## config.mk

```make
export PLATFORM = sky130hd
export DESIGN_NAME = mem_arbiter
export DESIGN_NICKNAME = d
export VERILOG_FILES = /design/src/rtl/mem_arb_pkg.sv /design/src/rtl/rr_arb2.sv /design/src/rtl/mem_arbiter.sv
export SDC_FILE = /design/constraint.sdc
export NUM_CORES = 1
export LEC_CHECK = 0
export CORE_MARGIN = 3
export CORE_UTILIZATION = 45
export CTS_BUF_LIST = sky130_fd_sc_hd__clkbuf_16
export DETAILED_ROUTE_END_ITERATION = 16
export PLACE_DENSITY = 0.92
export SKIP_LAST_GASP = 1
export SLEW_MARGIN = 10
export SYNTH_ARGS = -nofsm -noshare
export SYNTH_HDL_FRONTEND = slang
export SYNTH_SLANG_ARGS = --single-unit
```

## constraint.sdc

```tcl
create_clock -name clk -period 3.2 [get_ports clk]
set_clock_uncertainty 0.15 [all_clocks]
set_input_delay 0.64 -clock clk [delete_from_list [all_inputs] [get_ports clk]]
set_output_delay 0.64 -clock clk [all_outputs]
set_load 0.01 [all_outputs]
```

## src/rtl/mem_arb_pkg.sv

```systemverilog
// Shared types for the instruction/data RAM arbiter.
package mem_arb_pkg;

  typedef enum logic [1:0] {
    IDLE     = 2'd0,
    BUS      = 2'd1,
    RESP_OK  = 2'd2,
    RESP_ERR = 2'd3
  } state_t;

  typedef enum logic {
    GNT_I = 1'b0,
    GNT_D = 1'b1
  } gnt_t;

  localparam int unsigned DEFAULT_TIMEOUT = 15;

endpackage

```

## src/rtl/rr_arb2.sv

```systemverilog
// Two-requester picker: round-robin (RR=1) or data-first fixed priority (RR=0).
// Ports: req_i/req_d requests, take commits the pick into last_grant, gnt is the pick.
module rr_arb2
  import mem_arb_pkg::*;
#(
  parameter bit RR = 1'b1
) (
  input  logic clk,
  input  logic rst_n,
  input  logic req_i,
  input  logic req_d,
  input  logic take,
  output gnt_t gnt
);

  gnt_t last_grant;

  always_comb begin
    gnt = GNT_I;
    if (req_i && req_d) begin
      if (RR) gnt = (last_grant == GNT_I) ? GNT_D : GNT_I;
      else    gnt = GNT_D;
    end else if (req_d) begin
      gnt = GNT_D;
    end
  end

  always_ff @(posedge clk or negedge rst_n) begin
    if (!rst_n)    last_grant <= GNT_I;
    else if (take) last_grant <= gnt;
  end

endmodule

```

## src/rtl/mem_arbiter.sv

```systemverilog
// Instruction-fetch / data port arbiter in front of the unified block RAM.
// Ports: i_* read-only fetch master, d_* read/write data master,
// m_* stb/ack RAM slave. All outputs are registered.
module mem_arbiter
  import mem_arb_pkg::*;
#(
  parameter bit          RR      = 1'b1,
  parameter int unsigned TIMEOUT = DEFAULT_TIMEOUT,
  parameter int unsigned M_ADR_W = 33
) (
  input  logic               clk,
  input  logic               rst_n,
  input  logic [31:0]        i_adr,
  input  logic               i_stb,
  output logic [31:0]        i_dat,
  output logic               i_ack,
  output logic               i_err,
  input  logic [31:0]        d_adr,
  input  logic [31:0]        d_dat_i,
  input  logic               d_we,
  input  logic               d_stb,
  output logic [31:0]        d_dat_o,
  output logic               d_ack,
  output logic               d_err,
  output logic [M_ADR_W-1:0] m_adr,
  output logic [31:0]        m_dat_o,
  output logic               m_we,
  output logic               m_stb,
  input  logic [31:0]        m_dat_i,
  input  logic               m_ack
);

  localparam int unsigned CNT_W = $clog2(TIMEOUT + 1);

  state_t             state, state_n;
  gnt_t               owner, owner_n, gnt;
  logic               is_wr, is_wr_n;
  logic [CNT_W-1:0]   cnt, cnt_n;
  logic [M_ADR_W-1:0] m_adr_n;
  logic [31:0]        m_dat_n, i_dat_n, d_dat_n;
  logic               m_we_n, m_stb_n, i_ack_n, i_err_n, d_ack_n, d_err_n;
  logic               take;

  rr_arb2 #(.RR(RR)) u_arb (
    .clk   (clk),
    .rst_n (rst_n),
    .req_i (i_stb),
    .req_d (d_stb),
    .take  (take),
    .gnt   (gnt)
  );

  always_comb begin
    state_n = state;
    owner_n = owner;
    is_wr_n = is_wr;
    cnt_n   = cnt;
    m_adr_n = m_adr;
    m_dat_n = m_dat_o;
    m_we_n  = m_we;
    m_stb_n = m_stb;
    i_dat_n = i_dat;
    d_dat_n = d_dat_o;
    i_ack_n = 1'b0;
    i_err_n = 1'b0;
    d_ack_n = 1'b0;
    d_err_n = 1'b0;
    take    = 1'b0;
    case (state)
      IDLE: begin
        // m_ack still high here is the previous transfer's (or pre-reset) ack.
        if ((i_stb || d_stb) && !m_ack) begin
          take    = 1'b1;
          owner_n = gnt;
          state_n = BUS;
          m_stb_n = 1'b1;
          cnt_n   = '0;
          if (gnt == GNT_D) begin
            m_adr_n = M_ADR_W'(d_adr);
            m_dat_n = d_dat_i;
            m_we_n  = d_we;
            is_wr_n = d_we;
          end else begin
            m_adr_n = M_ADR_W'(i_adr);
            m_we_n  = 1'b0;
            is_wr_n = 1'b0;
          end
        end
      end
      BUS: begin
        cnt_n = cnt + CNT_W'(1);
        if (m_ack) begin
          m_stb_n = 1'b0;
          m_we_n  = 1'b0;
          state_n = RESP_OK;
        end else if (cnt == CNT_W'(TIMEOUT - 1)) begin
          m_stb_n = 1'b0;
          state_n = RESP_ERR;
        end
      end
      RESP_OK: begin
        state_n = IDLE;
        if (owner == GNT_D) begin
          d_ack_n = 1'b1;
          if (!is_wr) d_dat_n = m_dat_i;
        end else begin
          i_ack_n = 1'b1;
          i_dat_n = m_dat_i;
        end
      end
      RESP_ERR: begin
        state_n = IDLE;
        if (owner == GNT_D) d_err_n = 1'b1;
        else                i_err_n = 1'b1;
      end
      default: state_n = IDLE;
    endcase
  end

  always_ff @(posedge clk or negedge rst_n) begin
    if (!rst_n) begin
      state   <= IDLE;
      owner   <= GNT_I;
      is_wr   <= 1'b0;
      cnt     <= '0;
      m_adr   <= '0;
      m_dat_o <= '0;
      m_we    <= 1'b0;
      m_stb   <= 1'b0;
      i_dat   <= '0;
      i_ack   <= 1'b0;
      i_err   <= 1'b0;
      d_dat_o <= '0;
      d_ack   <= 1'b0;
      d_err   <= 1'b0;
    end else begin
      state   <= state_n;
      owner   <= owner_n;
      is_wr   <= is_wr_n;
      cnt     <= cnt_n;
      m_adr   <= m_adr_n;
      m_dat_o <= m_dat_n;
      m_we    <= m_we_n;
      m_stb   <= m_stb_n;
      i_dat   <= i_dat_n;
      i_ack   <= i_ack_n;
      i_err   <= i_err_n;
      d_dat_o <= d_dat_n;
      d_ack   <= d_ack_n;
      d_err   <= d_err_n;
    end
  end

endmodule

```

# Yosys cells after proc, flatten, opt, wreduce, memory -nomap -nowiden
# Cells that the tools add are included.
[word_totals]
output_inout_bits = 135
regBits = 144
[classes]
n_reduce_logical = 15
n_eq_ne = 7
addsub = 1
bitwise_logic = 2
n_mux = 26
[ops]
columns = ["cell", "n"]
rows = [
  ["$mux 32", 1],
  ["$mux 1", 17],
  ["$reduce_and 3->1", 4],
  ["$pmux 4 s2", 1],
  ["$reduce_and 2->1", 4],
  ["$mux 2", 3],
  ["$pmux 2 s3", 1],
  ["$add 4x1->4 const B", 1],
  ["$eq 2x2->1 const B", 2],
  ["$eq 4x4->1 const B", 1],
  ["$mux 4", 1],
  ["$ne 2x2->1 const B", 2],
  ["$pmux 1 s2", 2],
  ["$ne 3x3->1 const B", 1],
  ["$eq 2x1->1 const B", 1],
  ["$logic_and 1x1->1", 2],
  ["$logic_not 2->1", 1],
  ["$not 1->1", 2],
  ["$reduce_bool 2->1", 1],
  ["$reduce_or 2->1", 1],
  ["$logic_not 1->1", 1],
  ["$logic_or 1x1->1", 1],
]

# Logic depth before layout (Yosys ltp)
[depth]
word_depth = 5
mapped_depth = 6
mapped_depth_nobuf = 5

# Cells and area by module
# Synthesis repeated with hierarchy kept, for this count alone.
[hier_totals]
hier_cells = 406
hier_area_um2 = 5870.6
[modules_own_cells]
columns = ["mod", "seq_area_each_um2", "cells_per_inst", "n_inst", "area_each_um2"]
rows = [
  ["mem_arbiter", 3553.4, 403, 1, 5819.3],
  ["rr_arb2", 25.0, 3, 1, 51.3],
]

# Least setup slack after synthesis
# Ideal clock, no wire load.
[synth_timing]
kind = "input to register"
start = "input port d_stb"
end = "register m_adr[12]"
required_ns = 2.925
setup_ns = 0.125
path_stages = 4
arrival_ns = 1.868
path_slack_ns = 1.057
path_buffers = 1
cell_sequence = "a21boi_2 > clkbuf_1 > mux2_2 > mux2_4"
[synth_between]
elab_chain_cells = 3
elab_cells_between_ends = 7
classes_between = "mux (3); reduce/logical (4)"
[synth_rtl]
columns = ["item", "line", "rtl"]
rows = [
  ["start: declaration", "mem_arbiter.sv:21", "input logic d_stb,"],
  ["$mux 1, or another cell as far along", "rr_arb2.sv:23", "end else if (req_d) begin"],
  ["$mux 1 / $logic_and 1x1->1 (equally long branches)", "rr_arb2.sv:20, mem_arbiter.sv:72", ""],
  ["$mux 32 / $reduce_and 2->1 (equally long branches)", "-", ""],
  ["end signal: assignment", "mem_arbiter.sv:141", "m_adr <= m_adr_n;"],
  ["end: declaration", "mem_arbiter.sv:25", "output logic [M_ADR_W-1:0] m_adr,"],
]
# Several ways; a longest one is shown, not always the timed one.
# A chain may end at the register's enable or synchronous reset.

# Worst setup path in the final report
[layout_timing]
start = "input port m_ack"
end = "register m_adr[25]"
[layout_between]
elab_chain_cells = 3
[layout_rtl]
columns = ["item", "line", "rtl"]
rows = [
  ["start: declaration", "mem_arbiter.sv:30", "input logic m_ack"],
  ["$logic_not 1->1", "mem_arbiter.sv:72", "if ((i_stb || d_stb) && !m_ack) begin"],
  ["$logic_and 1x1->1", "mem_arbiter.sv:72", ""],
  ["$reduce_and 2->1 (no line)", "-", ""],
]
# Every way passes these cells.

==> impl_metrics.json <==
{
  "crit_buf_inv": 2,
  "antenna_left": 0,
  "syn-cell-area_mm2": 0.005913,
  "synth_edf_count": 0,
  "crit_fanout": 18,
  "io_buffers": 267,
  "die_x_um": 120.6,
  "cts_setup_buffers": 0,
  "ios": 269,
  "cp.required_ps": 3340,
  "tightest_slew_ps": 644.2,
  "cts_resized": 0,
  "cts_tree": "yes",
  "period_share_pct": 72.73,
  "synth_area_leaders": "dfrtp_1 (60%), mux2_2 (25%), mux2_4 (7.1%)",
  "synth_seq_cells": 142,
  "dr.pass1.iters": 4,
  "startpoint_type": "input port",
  "crit_chain": "clkdlybuf4s50_1 -> or3_4 -> nor2_8 -> buf_12 -> mux2_4",
  "clockBufferDepth": 2,
  "dp_hpwl_um": 11410,
  "cap_violations": 0,
  "globalplace.congestion": 0.7511,
  "antenna_cells": 0,
  "initial_core_util_pct": 46.48,
  "std_cell_rows": 41,
  "clkLatencyLatePin_ps": 410,
  "drive_above_1_share_pct": 30.97,
  "finalNetCount": 774,
  "fmax_mhz": 429.7,
  "rsz0062_at_grt": "false",
  "synth.most_common_cell": "dfrtp_1",
  "vdd_drop_max_mv": 0.6285,
  "ys_seq_area_share_pct": 60.09,
  "h-tree-depth": 4,
  "synth_common_cells": "dfrtp_1 (142), mux2_2 (130), mux2_4 (28)",
  "fin_util_pct": 73.77,
  "postCtsHoldBufs": 0,
  "drc": 0,
  "vias": 4014,
  "critPathSlowestCell": "clkdlybuf4s50_1",
  "leakagePower_nw": 3.968,
  "final.min_clock_period_ps": 2327,
  "status": "finished, final reports clean",
  "yosysTopAreaCell": "dfrtp_1",
  "p_per_area_mw_per_mm2": 937.4,
  "synth_flop_cell": "dfrtp_1",
  "netlist_instances": 365,
  "clock-root-buffer": "clkbuf_16",
  "grt_first_pass_wirelength_um": 23690,
  "antenna_found_initial": 0,
  "setup_viol": 0,
  "synth_fp_nets": 501,
  "async_flop_share_pct": 100.0,
  "numPlacedInstances": 791,
  "stdcell_count": 821,
  "path_delay_family": "simple AND/OR/NAND/NOR gates",
  "detail_route.vias_per_cell": 4.889,
  "gr-total-overflow": 0,
  "end_kind": "flip-flop",
  "numCtsBuffers": 17,
  "hold_viol": 0,
  "track_usage_pct": 21.22,
  "hold_class": "input port to asynchronous set/reset pin",
  "synth_warnings": 0,
  "clock_sinks": 142,
  "grt_max_degree": 70,
  "tns_ps": 0,
  "cp.arrival_ps": 2470,
  "drv_slew": 0,
  "synth.distinct_cells": 33,
  "die_area_mm2": 0.01455,
  "critPathKind": "input port to flip-flop",
  "synth_top_cell_area_share_pct": 60.09,
  "drt-total-wl_um": 15270,
  "core_area_mm2": 0.01272,
  "path_clk_slew_ps": 60,
  "dr.first_iter.drc_count": 183,
  "grt_pass1_vias": 4520,
  "slew_headroom_pct": 57.06,
  "avgRoutedWirePerCell_um": 18.60,
  "syn_avg_cell_area_um2": 16.20,
  "die_h_um": 120.6,
  "cpPeakStageDelay_ps": 470,
  "area_delta_synth_final_pct": 58.72
}
-- report_power, final --
| group | internal, mW | switching (mW) | total, mW |
|---|---|---|---|
| combinational | 2.28 | 1.23 | 3.51 |
| sequential | 2.63 | 0.494 | 3.12 |
| clock | 1.45 | 0.720 | 2.17 |
-- metal layers --
metal	vias to the layer above	part of all wire [%]	routed length, um	GRT usage, %
li1	1848	-	-	-
met1	1983	36	5460	22.27
met2	162	55	8378	39.36
met3	21	7.6	1159	7.063
met4	0	1.8	274	7.578
met5	-	0	0	0
-- state kept, by name, summed over array words and instances, names as in the netlist --
name              cells
i_ack                 1
i_dat                32
d_ack                 1
is_wr                 1
m_stb                 1
cnt                   4
m_we                  1
m_adr                32
d_err                 1
i_err                 1
d_dat_o              32
state                 2
m_dat_o              32
u_arb.last_grant      1
-- cells by family after synthesis --
| logic type | synth area share [%] |
|---|---|
| AO/OA/AOI/OAI | 1.291 |
| XOR/XNOR | 0.1481 |
| adder cells (fa/ha/maj) | 0.4231 |
| buffers and inverters | 2.814 |
| flip-flops | 60.09 |
| multiplexers | 32.25 |
| other | 0.06342 |
| AND/OR/NAND/NOR | 2.920 |
-- worst paths after layout --
path,startpoint,end,slack (ps),cells after the start
max,m_ack,m_adr[25],870,5
min,rst_n,i_dat[29],80,1
max reg2reg,state[0],m_adr[25],1020,4
min reg2reg,i_dat[16],i_dat[16],350,1
max in group asynchronous,rst_n,m_dat_o[26],2030,2
min in group clk,i_dat[16],i_dat[16],350,1
-- stage by stage --
| step | instance area, um^2 | hold WS (ps) | setup WS, ps | total power [mW] |
|---|---|---|---|---|
| after floorplan | 5913 | 194.4 | 1057 | 4.544 |
| after global placement | 8738 | 323.1 | 483.3 | 6.526 |
| after detailed placement | 8738 | 332.6 | 464.2 | 6.684 |
| after CTS | 9385 | 95.81 | 891.6 | 8.901 |
| after global routing | 9385 | 101.4 | 835.4 | 9.234 |
| final | 9385 | 77.02 | 872.5 | 8.798 |
-- final cells by class --
type                       instances  area [um^2]
tap                              172        215.2
inverter                           1        3.754
timing repair buffer             274         2751
clock buffer                      17        425.4
multi-input combinational        202         2215
sequential                       142         3553
clock inverter                    13        221.5
fill                             846         3337
-- cell usage in the layout (no fill, tap or decap), types with 3 or more instances in the layout --
cell	synthesis	final
o211ai_1	3	3
clkbuf_16	0	17
nor2_1	4	4
mux2_2	130	130
buf_4	4	5
mux2_4	28	28
o21ai_0	6	6
nand3_1	3	3
nand2_1	6	6
bufinv_16	0	6
dfrtp_1	142	142
clkdlybuf4s50_1	0	266
(Power assumes the default switching activity.)
